**src/rtl/uart_rx_fifo_pkg.sv**
```systemverilog
// Shared definitions for the UART receive path: FSM state encoding and bit-timing helpers.
package uart_rx_fifo_pkg;

   typedef enum logic [2:0] {
      IDLE  = 3'd0,
      START = 3'd1,
      DATA  = 3'd2,
      STOP  = 3'd3,
      BREAK = 3'd4
   } rx_state_t;

   function automatic int clks_per_bit(input int clk_freq, input int baud_rate);
      return clk_freq / baud_rate;
   endfunction

   function automatic int half_bit(input int clk_freq, input int baud_rate);
      return clks_per_bit(clk_freq, baud_rate) / 2;
   endfunction

endpackage

```
**src/rtl/uart_rx_fifo_sync_fifo.sv**
```systemverilog
// First-word-fall-through synchronous FIFO with occupancy count; a push into a full
// FIFO is accepted only when a pop happens in the same cycle, otherwise it is dropped.
module sync_fifo #(
   parameter int DATA_W = 8,
   parameter int DEPTH  = 4
) (
   input  logic                     clk,
   input  logic                     resetn,
   input  logic                     wr_en,
   input  logic [DATA_W-1:0]        wr_data,
   input  logic                     rd_en,
   output logic [DATA_W-1:0]        rd_data,
   output logic                     valid,
   output logic                     wr_drop,
   output logic [$clog2(DEPTH):0]   count
);

   localparam int AW = $clog2(DEPTH);
   localparam logic [AW:0] FULL_CNT = (AW+1)'(DEPTH);

   logic [DATA_W-1:0] mem [DEPTH];
   logic [AW-1:0]     wr_ptr;
   logic [AW-1:0]     rd_ptr;
   logic              push;
   logic              pop;

   assign pop     = rd_en && (count != '0);
   assign push    = wr_en && ((count != FULL_CNT) || pop);
   assign wr_drop = wr_en && !push;
   assign valid   = (count != '0);
   // Head is forced to zero while empty so the output is defined out of reset.
   assign rd_data = valid ? mem[rd_ptr] : '0;

   always_ff @(posedge clk) begin
      if (push) mem[wr_ptr] <= wr_data;
   end

   always_ff @(posedge clk or negedge resetn) begin
      if (!resetn) begin
         wr_ptr <= '0;
         rd_ptr <= '0;
         count  <= '0;
      end else begin
         if (push) wr_ptr <= wr_ptr + 1'b1;
         if (pop)  rd_ptr <= rd_ptr + 1'b1;
         case ({push, pop})
            2'b10:   count <= count + 1'b1;
            2'b01:   count <= count - 1'b1;
            default: count <= count;
         endcase
      end
   end

endmodule

```
**src/rtl/uart_rx_fifo.sv**
```systemverilog
// 8N1 UART receiver: 2-flop synchroniser, mid-bit sampling FSM, FWFT byte FIFO and
// sticky framing/overrun flags.
module uart_rx_fifo
   import uart_rx_fifo_pkg::*;
#(
   parameter int BAUD_RATE  = 115200,
   parameter int CLK_FREQ   = 100000000,
   parameter int FIFO_DEPTH = 4
) (
   input  logic                          clk,
   input  logic                          resetn,
   input  logic                          uart_rxd,
   output logic                          m_valid,
   input  logic                          m_ready,
   output logic [7:0]                    m_data,
   output logic [$clog2(FIFO_DEPTH):0]   fifo_count,
   output logic                          frame_err,
   output logic                          overrun,
   input  logic                          err_clr
);

   localparam int CPB  = clks_per_bit(CLK_FREQ, BAUD_RATE);
   localparam int HALF = half_bit(CLK_FREQ, BAUD_RATE);
   localparam int TW   = $clog2(CPB) + 1;
   localparam logic [TW-1:0] FULL_TICK = TW'(CPB - 1);
   localparam logic [TW-1:0] HALF_TICK = TW'(HALF - 1);

   logic          rxd_p0;
   logic          rxd_p1;
   rx_state_t     state;
   logic [TW-1:0] timer;
   logic [2:0]    bit_idx;
   logic [7:0]    shreg;
   logic          tick;
   logic          push_req;
   logic          ferr_evt;
   logic          drop_evt;

   // Stage p0/p1: metastability guard; the line idles high.
   always_ff @(posedge clk or negedge resetn) begin
      if (!resetn) begin
         rxd_p0 <= 1'b1;
         rxd_p1 <= 1'b1;
      end else begin
         rxd_p0 <= uart_rxd;
         rxd_p1 <= rxd_p0;
      end
   end

   assign tick     = (state == START) ? (timer == HALF_TICK) : (timer == FULL_TICK);
   assign push_req = (state == STOP) && tick && rxd_p1;
   assign ferr_evt = (state == STOP) && tick && !rxd_p1;

   always_ff @(posedge clk or negedge resetn) begin
      if (!resetn) begin
         state   <= IDLE;
         timer   <= '0;
         bit_idx <= '0;
      end else begin
         case (state)
            IDLE: begin
               timer <= '0;
               if (!rxd_p1) state <= START;
            end
            START: begin
               if (tick) begin
                  timer   <= '0;
                  bit_idx <= '0;
                  state   <= rxd_p1 ? IDLE : DATA;
               end else begin
                  timer <= timer + 1'b1;
               end
            end
            DATA: begin
               if (tick) begin
                  timer   <= '0;
                  bit_idx <= bit_idx + 1'b1;
                  if (bit_idx == 3'd7) state <= STOP;
               end else begin
                  timer <= timer + 1'b1;
               end
            end
            STOP: begin
               if (tick) begin
                  timer <= '0;
                  // Returning to IDLE mid-stop-bit leaves room to catch an immediate next start.
                  state <= rxd_p1 ? IDLE : BREAK;
               end else begin
                  timer <= timer + 1'b1;
               end
            end
            BREAK: begin
               timer <= '0;
               if (rxd_p1) state <= IDLE;
            end
            default: state <= IDLE;
         endcase
      end
   end

   always_ff @(posedge clk) begin
      if (state == DATA && tick) shreg <= {rxd_p1, shreg[7:1]};
   end

   sync_fifo #(
      .DATA_W (8),
      .DEPTH  (FIFO_DEPTH)
   ) u_fifo (
      .clk     (clk),
      .resetn  (resetn),
      .wr_en   (push_req),
      .wr_data (shreg),
      .rd_en   (m_ready),
      .rd_data (m_data),
      .valid   (m_valid),
      .wr_drop (drop_evt),
      .count   (fifo_count)
   );

   // A new error in the clearing cycle wins over err_clr.
   always_ff @(posedge clk or negedge resetn) begin
      if (!resetn) begin
         frame_err <= 1'b0;
         overrun   <= 1'b0;
      end else begin
         frame_err <= ferr_evt | (frame_err & ~err_clr);
         overrun   <= drop_evt | (overrun & ~err_clr);
      end
   end

endmodule

```
**config.mk**
```make
export PLATFORM = sky130hd
export DESIGN_NAME = uart_rx_fifo
export DESIGN_NICKNAME = d
export VERILOG_FILES = /design/src/rtl/uart_rx_fifo_pkg.sv /design/src/rtl/uart_rx_fifo_sync_fifo.sv /design/src/rtl/uart_rx_fifo.sv
export SDC_FILE = /design/constraint.sdc
export NUM_CORES = 1
export LEC_CHECK = 0
export ABC_AREA = 1
export CORE_ASPECT_RATIO = 1.1
export CORE_MARGIN = 3
export CORE_UTILIZATION = 46
export DETAILED_ROUTE_END_ITERATION = 8
export PLACE_DENSITY_LB_ADDON = 0.2
export SYNTH_ARGS = -nofsm -noshare
export SYNTH_HDL_FRONTEND = slang
export SYNTH_SLANG_ARGS = --single-unit
```
**constraint.sdc**
```tcl
create_clock -name clk -period 2.4 [get_ports clk]
set_clock_uncertainty 0.05 [all_clocks]
set_input_delay 0.72 -clock clk [delete_from_list [all_inputs] [get_ports clk]]
set_output_delay 0.72 -clock clk [all_outputs]
set_load 0.05 [all_outputs]
```
Word level (Yosys, flattened, before mapping)
Memory sizes are Yosys's and may differ from the RTL's.
Cells that the tools add are included.
{"block": "totals", "regBits": 36, "latchBits": 0, "ram_bits": 32, "rom_bits": 0, "inputBits": 5, "word_cells": 77, "memories": 1}
{"block": "classes", "addsub": 6, "mul": 0, "div": 0, "order_cmp": 0, "n_eq_ne": 16, "shifts": 0, "mux": 19, "bitwise_logic": 5, "n_reduce_logical": 19}
{"name": "u_fifo.mem", "words": 4, "word_bits": 8, "read_ports": 1, "rd_ports_with_merged_regs": 0, "wr": 1, "line_no": "uart_rx_fifo_sync_fifo.sv:21", "text": "logic [DATA_W-1:0] mem [DEPTH];"}
{"operator": "2-to-1 mux 3 bit", "n": 9}
{"operator": "one-hot mux 11 bit (2 select lines)", "n": 1}
{"operator": "one-hot mux 3 bit (5 select lines)", "n": 1}
{"operator": "inequality test 2 bit, second input constant", "n": 6}
{"operator": "one-hot mux 3 bit (2 select lines)", "n": 2}
{"operator": "adder 11 x 1 -> 11 bit, second input constant", "n": 1}
{"operator": "equality test 11 x 10 -> 1 bit, second input constant", "n": 1}
{"operator": "equality test 11 x 9 -> 1 bit, second input constant", "n": 1}
{"operator": "2-to-1 mux 11 bit", "n": 1}
{"operator": "2-to-1 mux 8 bit", "n": 1}
{"operator": "logical AND 1 bit", "n": 7}
{"operator": "adder 3 x 1 -> 3 bit, second input constant", "n": 2}
{"operator": "equality test 3 x 2 -> 1 bit, second input constant", "n": 2}
{"operator": "equality test 3 bit, second input constant", "n": 2}
{"operator": "AND reduction 6 bit", "n": 1}
{"operator": "nonzero test 2 bit", "n": 3}
{"operator": "adder 2 x 1 -> 2 bit, second input constant", "n": 2}
{"operator": "equality test 3 x 1 -> 1 bit, second input constant", "n": 1}
{"operator": "zero test 3 bit", "n": 1}
{"operator": "2-to-1 mux 1 bit", "n": 3}
{"operator": "inequality test 3 bit, second input constant", "n": 1}
{"operator": "AND reduction 3 bit", "n": 1}
{"operator": "nonzero test 3 bit", "n": 1}
{"operator": "OR reduction 3 bit", "n": 1}
{"operator": "10 further kinds", "n": 13}

Depth between registers and ports, before layout
Gate-level depths: netlist of the first run.
{"block": "depth", "word_depth": 8, "depth_mapped": 15, "mapped_depth_nobuf": 15}

Modules after synthesis
From an unflattened synthesis of the first run, not the netlist that was laid out.
{"block": "hier_totals", "cells_unflattened": 318, "area_unflattened_um2": 3106.7}
{"module": "sync_fifo", "instances": 1, "cells_per_inst": 151, "area_each_um2": 1694.1, "seq_area_each_um2": 1136.1}
{"module": "uart_rx_fifo", "instances": 1, "cells_per_inst": 167, "area_each_um2": 1412.6, "seq_area_each_um2": 768.2}

Least setup slack after synthesis of the first run
No wires, ideal clock.
{"block": "synth_timing", "path_kind": "register to output", "start": "reg u_fifo.count[2]", "end": "out m_data[0]", "arrival_time_ns": 2.080, "required_ns": 1.630, "path_slack_ns": -0.450, "stages_incl_launch_ff": 5, "n_path_buf": 0, "cell_sequence": "dfrtp_1 -> inv_1 -> nand2_1 -> inv_2 -> a21oi_1"}
{"block": "synth_via", "elab_chain_len": 2}
{"item": "from (decl)", "line_no": "uart_rx_fifo_sync_fifo.sv:15", "text": "output logic [$clog2(DEPTH):0] count"}
{"item": "from (signal assigned)", "line_no": "uart_rx_fifo_sync_fifo.sv:47", "text": "2'b10: count <= count + 1'b1;"}
{"item": "from (signal assigned)", "line_no": "uart_rx_fifo_sync_fifo.sv:48", "text": "2'b01: count <= count - 1'b1;"}
{"item": "from (signal assigned)", "line_no": "uart_rx_fifo_sync_fifo.sv:49", "text": "default: count <= count;"}
{"item": "nonzero test 3 bit", "line_no": "uart_rx_fifo_sync_fifo.sv:30", "text": "assign valid = (count != '0);"}
{"item": "named net m_valid", "line_no": "uart_rx_fifo.sv:13", "text": "output logic m_valid,"}
{"item": "2-to-1 mux 8 bit", "line_no": "uart_rx_fifo_sync_fifo.sv:32", "text": "assign rd_data = valid ? mem[rd_ptr] : '0;"}
{"item": "to (decl)", "line_no": "uart_rx_fifo.sv:15", "text": "output logic [7:0] m_data,"}
The timed path passes the listed nets, and every way through them passes these cells.

Final worst setup path of the first run
{"block": "layout_timing", "start": "reg u_fifo.count[0]", "end": "out fifo_count[0]"}
{"item": "to (decl)", "line_no": "uart_rx_fifo.sv:16", "text": "output logic [$clog2(FIFO_DEPTH):0] fifo_count,"}
No word-level cell between the ends.

==> impl_metrics.json, run 1 <==
{
  "dieArea_sq_um": 7680,
  "grt_first_pass_wirelength_mm": 9.23,
  "crit_family": "buffers and inverters",
  "drive_above_1_share": 0.206,
  "cp.arrival_ns": 1.56,
  "fmax_mhz": 428,
  "combPwrFrac": 0.427,
  "routed_via_density": 4.93,
  "grt_usage": 0.152,
  "hold_buffers": 0,
  "fin_area_sq_um": 3730,
  "required_ns": 1.63,
  "fin_crit_sh": 0.973,
  "startpoint_type": "flip-flop",
  "max-cap-violations": 0,
  "cts_buffers": 9,
  "status": "finished, final reports clean",
  "syn2layout_area_growth_pct": 21.5,
  "clock_latency_ns": 0.33,
  "fin_crit_ns": 2.33,
  "path_depth": 1,
  "grt_antenna_before_repair": 0,
  "initial_core_util": 0.486,
  "clkTransAtPathRegs_ns": 0.07,
  "synth.top_cell.area_share": 0.392,
  "place_hpwl_mm": 3.80,
  "cts_tree": "built",
  "hold_viol_final": 0,
  "placementRows": 30,
  "worstMarginPinSlew_ns": 0.507,
  "core_area_sq_um": 6310,
  "yosys-top-cells-area": "edfxtp_1, dfrtp_1, nor2_1",
  "p_switching_mw": 1.57,
  "power_frac_clock": 0.234,
  "cts.sinks": 68,
  "synth.largest_area_cell": "edfxtp_1",
  "ys_types": 33,
  "ys_seq_area_frac": 0.621,
  "routabilityCongestion": 0.812,
  "p_sw_frac": 0.398,
  "power.leakage_nw": 1.53,
  "via_count": 2023,
  "slew_headroom": 0.661,
  "yosysMostFrequentCell": "nor2_1",
  "wirelength_mm": 5.48,
  "initialDrtViolationCount": 95,
  "synth_flop_cell": "edfxtp_1",
  "cp_slowest_cell": "clkdlybuf4s50_1",
  "critPathMaxStageDelay_ns": 0.83,
  "grt_max_degree": 29,
  "die_x_um": 83.9,
  "grt_overflow_total": 0,
  "pin_count": 19,
  "io_buffers": 18,
  "crit_buf_inv": 1,
  "setup_violations": 0,
  "die_h_um": 91.6,
  "detail-route-antenna-nets": 0,
  "p_int_mw": 2.38,
  "synth-seq-cells": 68,
  "cts_buffer_depth": 2,
  "drtPass1Iterations": 4,
  "reg2regPathDepth": 13,
  "clock-root-buffer": "clkbuf_8",
  "critPathMaxFanout": 4,
  "yosys-top-cells-count": "nor2_1, edfxtp_1, inv_1, nand2_1, dfrtp_1",
  "avgSynthCellArea_sq_um": 10.6,
  "rsz0062_at_grt": "yes",
  "finalMaxSlewViolations": 0,
  "timing.setup.tns_ns": 0,
  "cts_htree_levels": 3,
  "dpl_cell_area_sq_um": 3480,
  "path_class": "reg -> out",
  "hold_class": "reg -> reg",
  "hold_depth": 0,
  "cp-end-kind": "primary output",
  "p_per_area_nw_per_um2": 1060,
  "synthCells": 290,
  "synth-edff-count": 40,
  "p_seq_frac": 0.339,
  "syn_area_sq_um": 3070,
  "finalPower_mw": 3.95,
  "synth_warnings": 0,
  "antenna_cells": 0,
  "avgRoutedWirePerCell_um": 13.4,
  "synthesis.nets": 303,
  "crit_chain": "clkdlybuf4s50_1",
  "worst_ir_drop_vdd_uv": 824,
  "num-nets-final": 338,
  "async_flop_share": 0.412,
  "grt_pass1_vias": 1982,
  "drc": 0
}
-- cell usage in the layout, fill, tap and decap left out, types with 7 or more instances in the layout --
| master | instances |
|---|---|
| edfxtp_1 | 40 |
| xor2_1 | 7 |
| nand2_1 | 27 |
| nand3_1 | 12 |
| ha_1 | 7 |
| clkbuf_8 | 10 |
| buf_4 | 10 |
| o21ai_0 | 14 |
| clkdlybuf4s50_1 | 9 |
| dfrtp_1 | 24 |
| a21oi_4 | 8 |
| inv_1 | 32 |
| o22ai_1 | 8 |
| o21ai_1 | 13 |
| buf_6 | 7 |
| nor2_1 | 55 |
-- final cells by class --
class,instances,area [sq um]
fillers,553,2580
multi-input cells,180,1100
flip-flops and latches,68,1910
clock inverters,6,62.6
clock buffers,10,138
repair buffers,28,273
well taps,80,100
inverters,38,151
-- cell families (layout without fill, tap and decap cells) --
family / Yosys count / in the layout / synth area share
AND/OR/NAND/NOR: 114 / 114 / 0.179
flip-flops: 68 / 68 / 0.621
XOR/XNOR: 8 / 8 / 0.0228
AO/OA/AOI/OAI: 50 / 50 / 0.0902
buffers and inverters: 42 / 82 / 0.0518
adder cells (fa/ha/maj): 8 / 8 / 0.0351
-- per-layer routing --
layer	GRT usage	routed length (um)
met5	0	0
met4	0.0563	80
met1	0.195	2510
met2	0.254	2750
met3	0.0332	140
-- sequential cells by signal, indices dropped and copies added, names as in the netlist, 2 cells and up --
| name | count |
|---|---|
| shreg | 8 |
| timer | 11 |
| bit_idx | 3 |
| u_fifo.count | 3 |
| u_fifo.wr_ptr | 2 |
| u_fifo.rd_ptr | 2 |
| u_fifo.mem | 32 |
| state | 3 |
-- worst register-to-register path, cell delays in order, from the launching register on --
cell	delay, ns
dfrtp_1	0.40
inv_2	0.11
nand2_2	0.07
nor2_2	0.13
nand2_2	0.09
nand2_4	0.07
nand3_4	0.11
nor2_8	0.15
nand2_4	0.07
nand2_4	0.07
fa_1	0.40
inv_1	0.06
nand2_1	0.04
o21ai_1	0.06
-- stage by stage --
step	hold slack [ns]	util	worst slack [ns]	std cells
floorplan	0.295	-	0.0290	290
global placement	0.297	0.551	0.110	392
detailed placement	0.299	0.551	0.0717	392
CTS	0.309	0.588	0.00222	410
global route	0.311	0.591	-0.00993	410
finish	0.308	0.591	0.0654	410
-- path summary, 6_finish.rpt --
| path | to | slack [ns] | from |
|---|---|---|---|
| min | rxd_p1 | 0.31 | rxd_p0 |
| max reg2reg | u_fifo.count[1] | 0.45 | state[2] |
| min reg2reg | rxd_p1 | 0.31 | rxd_p0 |
| max in group asynchronous | rxd_p1 | 1.28 | resetn |
| min in group asynchronous | state[2] | 0.71 | resetn |
| max | fifo_count[0] | 0.07 | u_fifo.count[0] |
-- power by group through the flow --
stage | sequential [mW] | combinational (mW) | clock, mW
global route | 1.35 | 1.81 | 1.01
CTS | 1.34 | 1.65 | 0.957
detailed placement | 1.38 | 1.56 | 0
finish | 1.34 | 1.69 | 0.926
floorplan | 1.41 | 1.09 | 0
global placement | 1.38 | 1.53 | 0
-- repair_timing --
item	CTS	global route
buffers inserted	2	0
gates resized for setup	8	17
setup endpoints to repair	9	8
cloned	0	0
Note: power is estimated with default switching activity, not from simulation.
==> run 2, diff against run 1 <==
Settings changed: CORE_MARGIN 3 to 8, GPL_ROUTABILITY_DRIVEN from default to 0.
Clock period 2.4 ns to 2.7 ns, I/O delays scaled along.
==> run 2 against run 1 <==
Non-clock buffer count is 1 lower. Count of clock-buffer cells in the layout is 1 higher. Flip-flop and latch count is the same. Core utilization is 2.5 points lower. Sequential power decreased by 11%. First-iteration DRC count is 29% lower. Wire length increased by 1.5%. Critical endpoint is now m_data[7].
==> impl_metrics.json, run 2 (same netlist as run 1, synthesis figures left out) <==
{
  "power.leakage_nw": 1.53,
  "reg2regPathDepth": 13,
  "worstMarginPinSlew_ns": 0.528,
  "drc": 0,
  "cp-end-kind": "primary output",
  "grt_antenna_before_repair": 0,
  "cts_htree_levels": 3,
  "drtPass1Iterations": 4,
  "cts.sinks": 68,
  "max-cap-violations": 0,
  "antenna_cells": 0,
  "holdPathEnd": "rxd_p1",
  "cts_buffers": 9,
  "slew_headroom": 0.645,
  "drive_above_1_share": 0.164,
  "die_x_um": 93.9,
  "grt_pass1_vias": 2025,
  "reg2reg_from": "state[2]",
  "p_int_mw": 2.25,
  "hold_depth": 0,
  "reg_top3": "u_fifo.mem (32), timer (11), shreg (8)",
  "worst_ir_drop_vdd_uv": 870,
  "multi_input_area_sq_um": 1000,
  "die_h_um": 102,
  "p_switching_mw": 1.31,
  "placementRows": 31,
  "syn2layout_area_growth_pct": 20.4,
  "final_common_cell": "nor2_1",
  "rsz0062_at_grt": "no",
  "io_buffers": 18,
  "largest_reg_flops": 32,
  "regMostFlops": "u_fifo.mem",
  "clkTransAtPathRegs_ns": 0.07,
  "r2r_end": "u_fifo.count[1]",
  "detail-route-antenna-nets": 0,
  "seq_area_sq_um": 1910,
  "hold_buffers": 0,
  "hold_viol_final": 0,
  "fmax_mhz": 388,
  "critPathMaxFanout": 17,
  "cts_tree": "built",
  "status": "finished, final reports clean",
  "grt_usage": 0.126,
  "grt_first_pass_wirelength_mm": 9.23,
  "timing.setup.tns_ns": 0,
  "path_class": "reg -> out",
  "grt_overflow_total": 0,
  "holdCritStartpoint": "rxd_p0",
  "via_count": 2066,
  "wirelength_mm": 5.56,
  "combPwrFrac": 0.420,
  "cts-resized-gates": 0,
  "timing.hold.ws_ns": 0.306,
  "finalPower_mw": 3.56,
  "initial_core_util": 0.471,
  "post-cts-setup-buffers": 0,
  "dieArea_sq_um": 9540,
  "num-nets-final": 337,
  "p_seq_frac": 0.335,
  "place_hpwl_mm": 3.82,
  "power_frac_clock": 0.246,
  "clock_latency_ns": 0.33,
  "setup_violations": 0,
  "routed_via_density": 5.03,
  "finalMaxSlewViolations": 0,
  "fin_crit_ns": 2.58,
  "core_area_sq_um": 6520,
  "p_sw_frac": 0.369,
  "avgRoutedWirePerCell_um": 13.5,
  "pin_count": 19,
  "clock-root-buffer": "clkbuf_8",
  "r2r_slack_ns": 0.72,
  "startpoint_type": "flip-flop",
  "cts_buffer_depth": 2,
  "p_per_area_nw_per_um2": 966,
  "required_ns": 1.84,
  "initialDrtViolationCount": 67,
  "fin_crit_sh": 0.955,
  "fill_cells": 555,
  "final_cell_mix": "nor2_1, edfxtp_1, inv_1, nand2_1",
  "cp.arrival_ns": 1.72,
  "grt_max_degree": 29,
  "hold_class": "reg -> reg"
}
[run 2: how the worst max path moves through the flow]
| stage | start | cells after the start | to |
|---|---|---|---|
| after global routing | u_fifo.rd_ptr[0] | 4 | m_data[6] |
| after detailed placement | m_ready | 9 | u_fifo.count[2] |
| after global placement | m_ready | 9 | u_fifo.count[2] |
| after CTS | u_fifo.rd_ptr[0] | 6 | m_data[3] |
| final | u_fifo.rd_ptr[0] | 4 | m_data[7] |
| after floorplan | u_fifo.count[2] | 4 | m_data[0] |
[run 2: per-stage QoR]
stage | util | cell area (sq um) | worst slack [ns] | std cells
6_report | 0.566 | 3690 | 0.122 | 411
5_1_grt | 0.566 | 3690 | 0.0468 | 411
4_1_cts | 0.566 | 3690 | 0.00608 | 411
3_5_place_dp | 0.534 | 3480 | 0.191 | 395
3_3_place_gp | 0.534 | 3480 | 0.286 | 395
2_1_floorplan | - | 3070 | -0.240 | 290
[run 2: final cells by class]
cell class | instances | area share
multi-input cells | 180 | 0.272
repair buffers | 27 | 0.0888
clock buffers | 11 | 0.0356
flip-flops and latches | 68 | 0.516
well taps | 82 | 0.0278
inverters | 38 | 0.0386
clock inverters | 5 | 0.0210
[run 2: power groups by stage]
| stage | Sequential, mW | Combinational (mW) | Clock [mW] |
|---|---|---|---|
| 2_1_floorplan | 1.26 | 0.795 | 0 |
| 3_3_place_gp | 1.21 | 1.49 | 0 |
| 3_5_place_dp | 1.21 | 1.50 | 0 |
| 4_1_cts | 1.19 | 1.51 | 0.898 |
| 5_1_grt | 1.20 | 1.58 | 0.936 |
| 6_report | 1.19 | 1.50 | 0.877 |
[run 2: critical path, cell delays in order, from the launching register on]
cell	delay, ns
dfrtp_2	0.50
inv_2	0.25
o21ai_0	0.14
a21oi_1	0.31
buf_12	0.18
[run 2: routing by layer]
layer | global-route usage | vias up | share of wire
met5 | 0 | - | 0
met4 | 0.0769 | 0 | 0.026
met3 | 0.0230 | 14 | 0.035
met2 | 0.234 | 36 | 0.53
met1 | 0.128 | 981 | 0.41
li1 | - | 1035 | -
